`src/rtl/lebug_pkg.sv`:
```
// Shared types and constants for the lebug datapath blocks.
package lebug_pkg;

  typedef enum logic [1:0] {
    MODE_PASS    = 2'd0,
    MODE_FRAME   = 2'd1,
    MODE_RUNNING = 2'd2
  } mode_e;

  localparam int EOF_FRAME_BIT = 0;
  localparam int BOF_FRAME_BIT = 0;

endpackage

```
`src/rtl/sat_vector_adder.sv`:
```
// Combinational N-lane unsigned saturating adder; any_sat flags a clamped lane.
module sat_vector_adder #(
  parameter int N          = 8,
  parameter int DATA_WIDTH = 32
) (
  input  logic [N*DATA_WIDTH-1:0] a,
  input  logic [N*DATA_WIDTH-1:0] b,
  output logic [N*DATA_WIDTH-1:0] sum,
  output logic                    any_sat
);

  function automatic logic [DATA_WIDTH-1:0] sat_lane(input logic [DATA_WIDTH:0] wide);
    return wide[DATA_WIDTH] ? {DATA_WIDTH{1'b1}} : wide[DATA_WIDTH-1:0];
  endfunction

  logic [DATA_WIDTH:0] wide [N];
  logic [N-1:0]        carry;

  for (genvar i = 0; i < N; i++) begin : g_lane
    assign wide[i] = {1'b0, a[i*DATA_WIDTH +: DATA_WIDTH]} + {1'b0, b[i*DATA_WIDTH +: DATA_WIDTH]};
    assign carry[i] = wide[i][DATA_WIDTH];
    assign sum[i*DATA_WIDTH +: DATA_WIDTH] = sat_lane(wide[i]);
  end

  assign any_sat = |carry;

endmodule

```
`src/rtl/chain_accumulator_unit.sv`:
```
// Per-chain frame/running accumulator of N-lane count vectors with a 1-cycle
// registered output and byte-serial per-chain mode configuration.
module chain_accumulator_unit
  import lebug_pkg::*;
#(
  parameter int                         N                  = 8,
  parameter int                         DATA_WIDTH         = 32,
  parameter int                         MAX_CHAINS         = 4,
  parameter logic [7:0]                 PERSONAL_CONFIG_ID = 8'd0,
  parameter logic [MAX_CHAINS-1:0][7:0] INITIAL_MODE       = '0,
  localparam int                        CW = (MAX_CHAINS > 1) ? $clog2(MAX_CHAINS) : 1
) (
  input  logic                    clk,
  input  logic                    reset_n,
  input  logic                    tracing,
  input  logic                    valid_in,
  input  logic [1:0]              eof_in,
  input  logic [1:0]              bof_in,
  input  logic [CW-1:0]           chainId_in,
  input  logic [7:0]              configId,
  input  logic [7:0]              configData,
  input  logic [N*DATA_WIDTH-1:0] vector_in,
  output logic [N*DATA_WIDTH-1:0] vector_out,
  output logic [CW-1:0]           chainId_out,
  output logic                    valid_out,
  output logic [1:0]              eof_out,
  output logic [1:0]              bof_out,
  output logic                    overflow_out
);

  logic [N*DATA_WIDTH-1:0] acc [MAX_CHAINS];
  logic [MAX_CHAINS-1:0]   ovf;
  logic [7:0]              mode [MAX_CHAINS];
  logic [7:0]              cfg_cnt;

  logic [N*DATA_WIDTH-1:0] vector_p1;
  logic [CW-1:0]           chain_p1;
  logic                    vld_p1;
  logic [1:0]              eof_p1;
  logic [1:0]              bof_p1;
  logic                    ovf_p1;

  logic [1:0]              msel;
  logic                    accumulate;
  logic                    bof_p0;
  logic                    eof_p0;
  logic                    take_p0;
  logic                    emit_p0;
  logic                    ovf_sum_p0;
  logic                    any_sat_p0;
  logic [N*DATA_WIDTH-1:0] base_p0;
  logic [N*DATA_WIDTH-1:0] sum_p0;

  // Stage p0: mode decode, base select and saturating add
  assign msel       = mode[chainId_in][1:0];
  assign accumulate = (msel == MODE_FRAME) || (msel == MODE_RUNNING);
  assign bof_p0     = bof_in[BOF_FRAME_BIT];
  assign eof_p0     = eof_in[EOF_FRAME_BIT];
  assign take_p0    = tracing && valid_in;
  assign base_p0    = bof_p0 ? '0 : acc[chainId_in];
  assign emit_p0    = accumulate ? ((msel == MODE_RUNNING) || eof_p0) : 1'b1;
  assign ovf_sum_p0 = (!bof_p0 && ovf[chainId_in]) || any_sat_p0;

  sat_vector_adder #(
    .N          (N),
    .DATA_WIDTH (DATA_WIDTH)
  ) u_adder (
    .a       (base_p0),
    .b       (vector_in),
    .sum     (sum_p0),
    .any_sat (any_sat_p0)
  );

  // Stage p1: registered result and per-chain state update
  always_ff @(posedge clk) begin
    if (!reset_n) begin
      vld_p1    <= 1'b0;
      vector_p1 <= '0;
      chain_p1  <= '0;
      eof_p1    <= '0;
      bof_p1    <= '0;
      ovf_p1    <= 1'b0;
      ovf       <= '0;
      cfg_cnt   <= '0;
      for (int c = 0; c < MAX_CHAINS; c++) begin
        acc[c]  <= '0;
        mode[c] <= INITIAL_MODE[c];
      end
    end else if (tracing) begin
      vld_p1 <= take_p0 && emit_p0;
      if (take_p0 && emit_p0) begin
        vector_p1 <= accumulate ? sum_p0 : vector_in;
        chain_p1  <= chainId_in;
        eof_p1    <= eof_in;
        bof_p1    <= bof_in;
        ovf_p1    <= accumulate && ovf_sum_p0;
      end
      // An eof closes the frame: the sum leaves on the output, the chain restarts from 0
      if (take_p0 && accumulate) begin
        acc[chainId_in] <= eof_p0 ? '0 : sum_p0;
        ovf[chainId_in] <= eof_p0 ? 1'b0 : ovf_sum_p0;
      end
    end else begin
      vld_p1 <= 1'b0;
      if (configId == PERSONAL_CONFIG_ID) begin
        if (cfg_cnt < 8'(MAX_CHAINS)) mode[cfg_cnt[CW-1:0]] <= configData;
        if (cfg_cnt != 8'hFF) cfg_cnt <= cfg_cnt + 8'd1;
      end else begin
        cfg_cnt <= '0;
      end
    end
  end

  assign vector_out   = vector_p1;
  assign chainId_out  = chain_p1;
  assign valid_out    = vld_p1;
  assign eof_out      = eof_p1;
  assign bof_out      = bof_p1;
  assign overflow_out = ovf_p1;

endmodule

```
`config.mk`:
```
export PLATFORM = sky130hd
export DESIGN_NAME = chain_accumulator_unit
export DESIGN_NICKNAME = d
export VERILOG_FILES = /design/src/rtl/lebug_pkg.sv /design/src/rtl/sat_vector_adder.sv /design/src/rtl/chain_accumulator_unit.sv
export SDC_FILE = /design/constraint.sdc
export NUM_CORES = 2
export LEC_CHECK = 0
export CAP_MARGIN = 20
export CELL_PAD_IN_SITES_DETAIL_PLACEMENT = 0
export CELL_PAD_IN_SITES_GLOBAL_PLACEMENT = 1
export CORE_ASPECT_RATIO = 0.6
export CORE_MARGIN = 2
export CORE_UTILIZATION = 45
export CTS_CLUSTER_SIZE = 16
export DETAILED_ROUTE_END_ITERATION = 10
export PLACE_DENSITY_LB_ADDON = 0.3
export SETUP_SLACK_MARGIN = 0.4
export SLEW_MARGIN = 10
export SYNTH_ARGS = -nofsm -noshare
export SYNTH_HDL_FRONTEND = slang
export SYNTH_SLANG_ARGS = --single-unit
```
`constraint.sdc`:
```
create_clock -name clk -period 41.7 [get_ports clk]
set_input_delay 4.17 -clock clk [delete_from_list [all_inputs] [get_ports clk]]
set_output_delay 4.17 -clock clk [all_outputs]
set_load 0.02 [all_outputs]
```
### Word level (Yosys, flattened, before mapping)

Memory sizes are Yosys's and may differ from the RTL's.
Cells that the tools add are included.

| word-level totals | value |
|---|---|
| RAM bits | 1056 |
| register bits after elaboration | 276 |
| output and inout port bits | 264 |
| memories | 2 |
| word-level logic and storage cells | 81 |

Memory list:

| name | words | bits a word | read ports | clocked after Yosys merged registers in | write ports | RTL line | RTL |
|---|---|---|---|---|---|---|---|
| acc | 4 | 256 | 1 | 0 | 4 | chain_accumulator_unit.sv:31 | `logic [N*DATA_WIDTH-1:0] acc [MAX_CHAINS];` |
| mode | 4 | 8 | 1 | 0 | 4 | chain_accumulator_unit.sv:33 | `logic [7:0] mode [MAX_CHAINS];` |

| operators by class | value |
|---|---|
| add/subtract/negate cells | 9 |
| muxes and demuxes | 36 |
| reductions and logical operators | 18 |
| bitwise logic cells | 1 |
| magnitude comparators | 3 |
| equality and inequality tests | 4 |

Operator list:

| operator | number |
|---|---|
| two-way mux 256 bit | 4 |
| adder 32 x 32 -> 33 bit | 8 |
| two-way mux 32 bit | 8 |
| OR reduction 256 bit | 1 |
| two-way mux 8 bit | 3 |
| two-way mux 1 bit | 16 |
| OR reduction 8 bit | 2 |
| adder 8 x 1 -> 8 bit, second input constant | 1 |
| logical NOT 8 bit | 1 |
| < comparator 8 x 3 -> 1 bit, second input constant | 1 |
| != test 8 bit, second input constant | 1 |
| AND reduction 2 bit | 4 |
| logical AND 1 bit | 6 |
| bitwise mux 4 bit | 1 |
| two-way mux 2 bit | 2 |
| logical OR 1 bit | 3 |
| < comparator 2 x 3 -> 1 bit, second input constant | 1 |
| binary-select mux 1 bit (select 2 bit) | 1 |
| demux 1 bit (select 2 bit) | 1 |
| == test 2 x 1 -> 1 bit, second input constant | 1 |
| == test 2 bit, second input constant | 1 |
| >= comparator 2 x 1 -> 1 bit, second input constant | 1 |
| != test 2 x 1 -> 1 bit, second input constant | 1 |
| logical NOT 1 bit | 1 |
| inverter 1 bit | 1 |

### Longest topological paths before layout

An unclocked memory read counts as a cell.

| logic depth | value |
|---|---|
| depth in word-level cells | 10 |
| depth in mapped cells | 19 |
| gate-level depth less buffers | 14 |

### By module

From an unflattened synthesis, not the netlist that was laid out.

| unflattened totals | value |
|---|---|
| cell total of the unflattened synthesis | 6321 |
| area total of the unflattened synthesis | 69755.7 um^2 |

Modules (own cells, without submodules):

| module | area an instance (um^2) | instances | cells an instance |
|---|---|---|---|
| chain_accumulator_unit | 56172.6 | 1 | 4304 |
| sat_vector_adder | 13583.0 | 1 | 2017 |

### Worst setup path after synthesis

No wires, ideal clock.

| timing | value |
|---|---|
| path kind | input-to-reg |
| start | input port chainId_in[0] |
| end | memory acc[2][0] (netlist name) (enable) |
| library setup time | 1.229 ns |
| data arrival time | 24.248 ns |
| data required time | 40.471 ns |
| stages | 9 |
| slack | 16.223 ns |
| path through | clkbuf_1 -> clkbuf_1 -> clkbuf_1 -> mux4_2 -> ha_1 -> clkbuf_1 -> nor2_1 -> nand2_1 -> o21ai_0 |

RTL lines:

| item | RTL line | RTL |
|---|---|---|
| start: declaration | chain_accumulator_unit.sv:19 | `input logic [CW-1:0] chainId_in,` |
| end: declaration | chain_accumulator_unit.sv:31 |  |

### Worst setup path in the final report

| timing | value |
|---|---|
| start | input port chainId_in[0] |
| end | register vector_p1[84], in the netlist vector_out[84] |

| between the ends | value |
|---|---|
| word-level cells in the longest chain between the ends | 6 |
| elaborated cells on any way between the ends | 13 |
| those cells by class | add/sub: 1; eq/ne: 2; mux: 4; reduce/logical: 4; memory: 2 |

Ends and longest elaborated chain:

| item | RTL line | RTL |
|---|---|---|
| branches (longest 6 deep; another with memory (4 x 256 bit)) | - |  |
| end signal: assignment | chain_accumulator_unit.sv:92 | `vector_p1 <= accumulate ? sum_p0 : vector_in;` |
| end: declaration | chain_accumulator_unit.sv:36 | `logic [N*DATA_WIDTH-1:0] vector_p1;` |

Several ways; the timed one is not identified.
A chain may end at the register's enable or synchronous reset.

==> results.sh <==
export IMPL_intPower_mw=2.41
export IMPL_pin_count=546
export IMPL_postCtsSetupRepairBufs=0
export IMPL_hpwl_mm=150
export IMPL_floorplan_initialDensity=0.454
export IMPL_worstHoldStart="vector_out[210]"
export IMPL_synthCells=6381
export IMPL_worstMarginPinSlew_ps=1120
export IMPL_post_route_period_util=0.241
export IMPL_grt_pass1_vias=51800
export IMPL_critPathLaunchType="input pin"
export IMPL_worst_setup_path_type="in2reg"
export IMPL_path_max_fanout=46
export IMPL_finalHoldViolations=0
export IMPL_synth_top_area_share=0.447
export IMPL_drive_above_1_share=0.0921
export IMPL_cts_tree="yes"
export IMPL_drcViolationCount=0
export IMPL_yosys_warnings=0
export IMPL_r2r_slack_ps=35850
export IMPL_reg2reg_to="acc[0][20]"
export IMPL_cts_buffers=134
export IMPL_design_power_total_mw=3.38
export IMPL_fillers=13400
export IMPL_max_freq_ghz=0.0994
export IMPL_crit_path_start="chainId_in[0]"
export IMPL_ir_worst_vdd_mv=0.0392
export IMPL_synth_enable_flop_cells=1032
export IMPL_wl_per_cell_um=26.1
export IMPL_antenna_found_initial=13
export IMPL_place_gp_congestion=0.932
export IMPL_die_x_um=511
export IMPL_skew_ps=29.4
export IMPL_synthTopCellsByArea="edfxtp_1, mux4_2, dfxtp_1, nor2_1, ha_1"
export IMPL_synth_distinct_cells=97
export IMPL_synth_nets=6929
export IMPL_grt_max_degree=146
export IMPL_gr_total_overflow=0
export IMPL_place_area_sq_um=76500
export IMPL_cts_resized=0
export IMPL_ff_latch_area_sq_um=36500
export IMPL_holdPathEnd="vector_out[210]"
export IMPL_setup_violations=0
export IMPL_grt_pass1_wl_mm=342
export IMPL_tns_ps=0
export IMPL_fin_crit_ps=10060
export IMPL_nNetsFinal=7277
export IMPL_synthToLayoutAreaGrowth_pct=17.0
export IMPL_status="finished clean"
export IMPL_powerDensity_nw_per_um2=41.7
export IMPL_port_buffer_count=539
export IMPL_ant_nets=0
export IMPL_final_max_slew_violation_count=0
export IMPL_yosysTopAreaCell="edfxtp_1"
export IMPL_finalWorstSetupSlack_ps=31640
export IMPL_p_seq_frac=0.443
export IMPL_combPwrFrac=0.184
export IMPL_worst_r2r_path_depth=9
export IMPL_ys_flop_type="edfxtp_1"
export IMPL_synth_common_cells="nor2_1, edfxtp_1, o21ai_0"
export IMPL_clkPwrFrac=0.373
export IMPL_multiInputGateArea_sq_um=30600
export IMPL_synth_area_sq_um=69300
export IMPL_switching_share=0.285
export IMPL_wl_mm=232
export IMPL_hold_path_class="reg2reg"
export IMPL_htreeDepth=4
export IMPL_fin_area_sq_um=81100
export IMPL_cts_buffer_depth=3
export IMPL_rsz0062_at_grt="false"
export IMPL_clkSinkCount=1308
export IMPL_rr_startpoint="mode[3][1]"
export IMPL_avgSynthCellArea_sq_um=10.9
export IMPL_coreArea_sq_um=153000
export IMPL_switching_power_uw=964
export IMPL_vias=53400
export IMPL_ys_seq_area_frac=0.527
export IMPL_first_iter_violations=6149
export IMPL_endpoint_kind="flop"
export IMPL_pre_cts_ws_ps=30880
export IMPL_drt_pass1_iter_count=6
export IMPL_die_area_sq_um=157000
export IMPL_clock_latency_ps=780
export IMPL_clockRootBuffer="clkbuf_16"
export IMPL_p_leak_nw=31.2
export IMPL_synth_seq_cells=1308
export IMPL_async_reset_ff_frac=0
export IMPL_via_per_inst=6.01
export IMPL_die_h_um=308
export IMPL_maxCapViolCount=0
export IMPL_grt_usage=0.290
export IMPL_required_ps=42370
export IMPL_synth_most_common_cell="nor2_1"
export IMPL_relSlewSlack=0.252
export IMPL_rows=111
export IMPL_hold_depth=1
export IMPL_arrival_ps=10730
export IMPL_cts_hold_repair_buffers=0
export IMPL_cts_reportedPaths_clkPinSlew_ps=60
## logic make-up (layout without fill, tap and decap cells)
logic type / Yosys count / in the layout / synth area share
multiplexers: 270 / 270 / 0.0858
buffers and inverters: 633 / 1094 / 0.0349
adder cells (fa/ha/maj): 266 / 266 / 0.0489
flip-flops: 1308 / 1308 / 0.527
AND/OR/NAND/NOR: 2199 / 2199 / 0.141
AO/OA/AOI/OAI: 1492 / 1492 / 0.136
XOR/XNOR: 213 / 213 / 0.0270
other: 0 / 6 / 0
## per-stage QoR
stage | util | std cells | hold slack, ps
6_report | 0.531 | 8882 | 451
5_1_grt | 0.531 | 8878 | 464
4_1_cts | 0.531 | 8875 | 452
3_5_place_dp | 0.501 | 8626 | 439
3_3_place_gp | 0.501 | 8626 | 437
2_1_floorplan | - | 6381 | 438
## per-layer routing
layer	global-route usage	vias to the layer above	wire length [um]
met1	0.435	26700	106000
met3	0.0454	272	19300
met2	0.436	2319	102000
met4	0.0807	6	5660
met5	0	-	37
li1	-	24000	-
## power by group through the flow
| stage | Sequential [mW] | Combinational [mW] | Clock [mW] |
|---|---|---|---|
| global placement | 1.52 | 0.608 | 0 |
| detailed placement | 1.52 | 0.612 | 0 |
| global route | 1.50 | 0.667 | 1.33 |
| floorplan | 1.56 | 0.358 | 0 |
| finish | 1.50 | 0.621 | 1.26 |
| CTS | 1.50 | 0.615 | 1.28 |
## worst max path at each step
| stage | slack [ps] | to | cells after the start |
|---|---|---|---|
| after floorplan | 16220 | acc[2][0] | 9 |
| after global placement | 30900 | vector_out[84] | 17 |
| after detailed placement | 30880 | vector_out[84] | 17 |
| after CTS | 31710 | vector_out[84] | 17 |
| after global routing | 31200 | vector_out[84] | 17 |
| final | 31640 | vector_out[84] | 17 |
## critical path, cell delays in order
cell and delay [ps]:
buf_8 440, buf_4 720, buf_4 700, mux4_2 590
nor2b_1 150, ha_1 260, fa_1 460, a211oi_1 330
o21ai_0 140, o211ai_1 170, a31oi_1 320, o211ai_1 330
a31oi_1 260, a31o_2 600, a21oi_1 580, o21ai_0 150
a22o_1 220
## final cells by class
type,instances,area share
repair buffers,619,0.0749
multi-input cells,4440,0.377
inverters,226,0.0106
clock buffers,192,0.0484
diodes,6,0.000185
well taps,2034,0.0314
clock inverters,57,0.00741
flip-flops and latches,1308,0.450
## layout by cell type, fill, tap and decap left out, types with 23 or more instances in the layout
| cell type | synthesis | routed |
|---|---|---|
| clkdlybuf4s50_1 | 0 | 535 |
| clkbuf_1 | 341 | 33 |
| a211oi_1 | 31 | 31 |
| a221oi_1 | 75 | 75 |
| nand2_1 | 463 | 451 |
| mux4_2 | 259 | 259 |
| and3_1 | 31 | 31 |
| a22o_1 | 77 | 77 |
| nor2b_1 | 284 | 284 |
| clkbuf_16 | 0 | 145 |
| o21ai_0 | 490 | 489 |
| or3_1 | 43 | 41 |
| o21bai_1 | 46 | 46 |
| xor2_1 | 82 | 82 |
| a31oi_1 | 41 | 39 |
| buf_4 | 1 | 76 |
| o211ai_1 | 25 | 25 |
| o21a_1 | 23 | 23 |
| nor3_1 | 84 | 84 |
| ha_1 | 258 | 257 |
| edfxtp_1 | 1032 | 1032 |
| dfxtp_1 | 276 | 276 |
| xnor2_1 | 130 | 130 |
| nor2_1 | 1083 | 1080 |
| inv_1 | 225 | 223 |
| o21ai_1 | 33 | 32 |
| nand4_1 | 38 | 38 |
| a21oi_1 | 364 | 364 |
| and2_1 | 38 | 38 |
| a21o_1 | 134 | 134 |
| nand3_1 | 65 | 64 |
## sequential cells by signal, indices dropped and copies added (netlist names)
register	flops
acc	1024
chainId_out	2
bof_out	2
vector_out	256
cfg_cnt	8
valid_out	1
mode	8
ovf	4
eof_out	2
overflow_out	1
(Power assumes the default switching activity.)
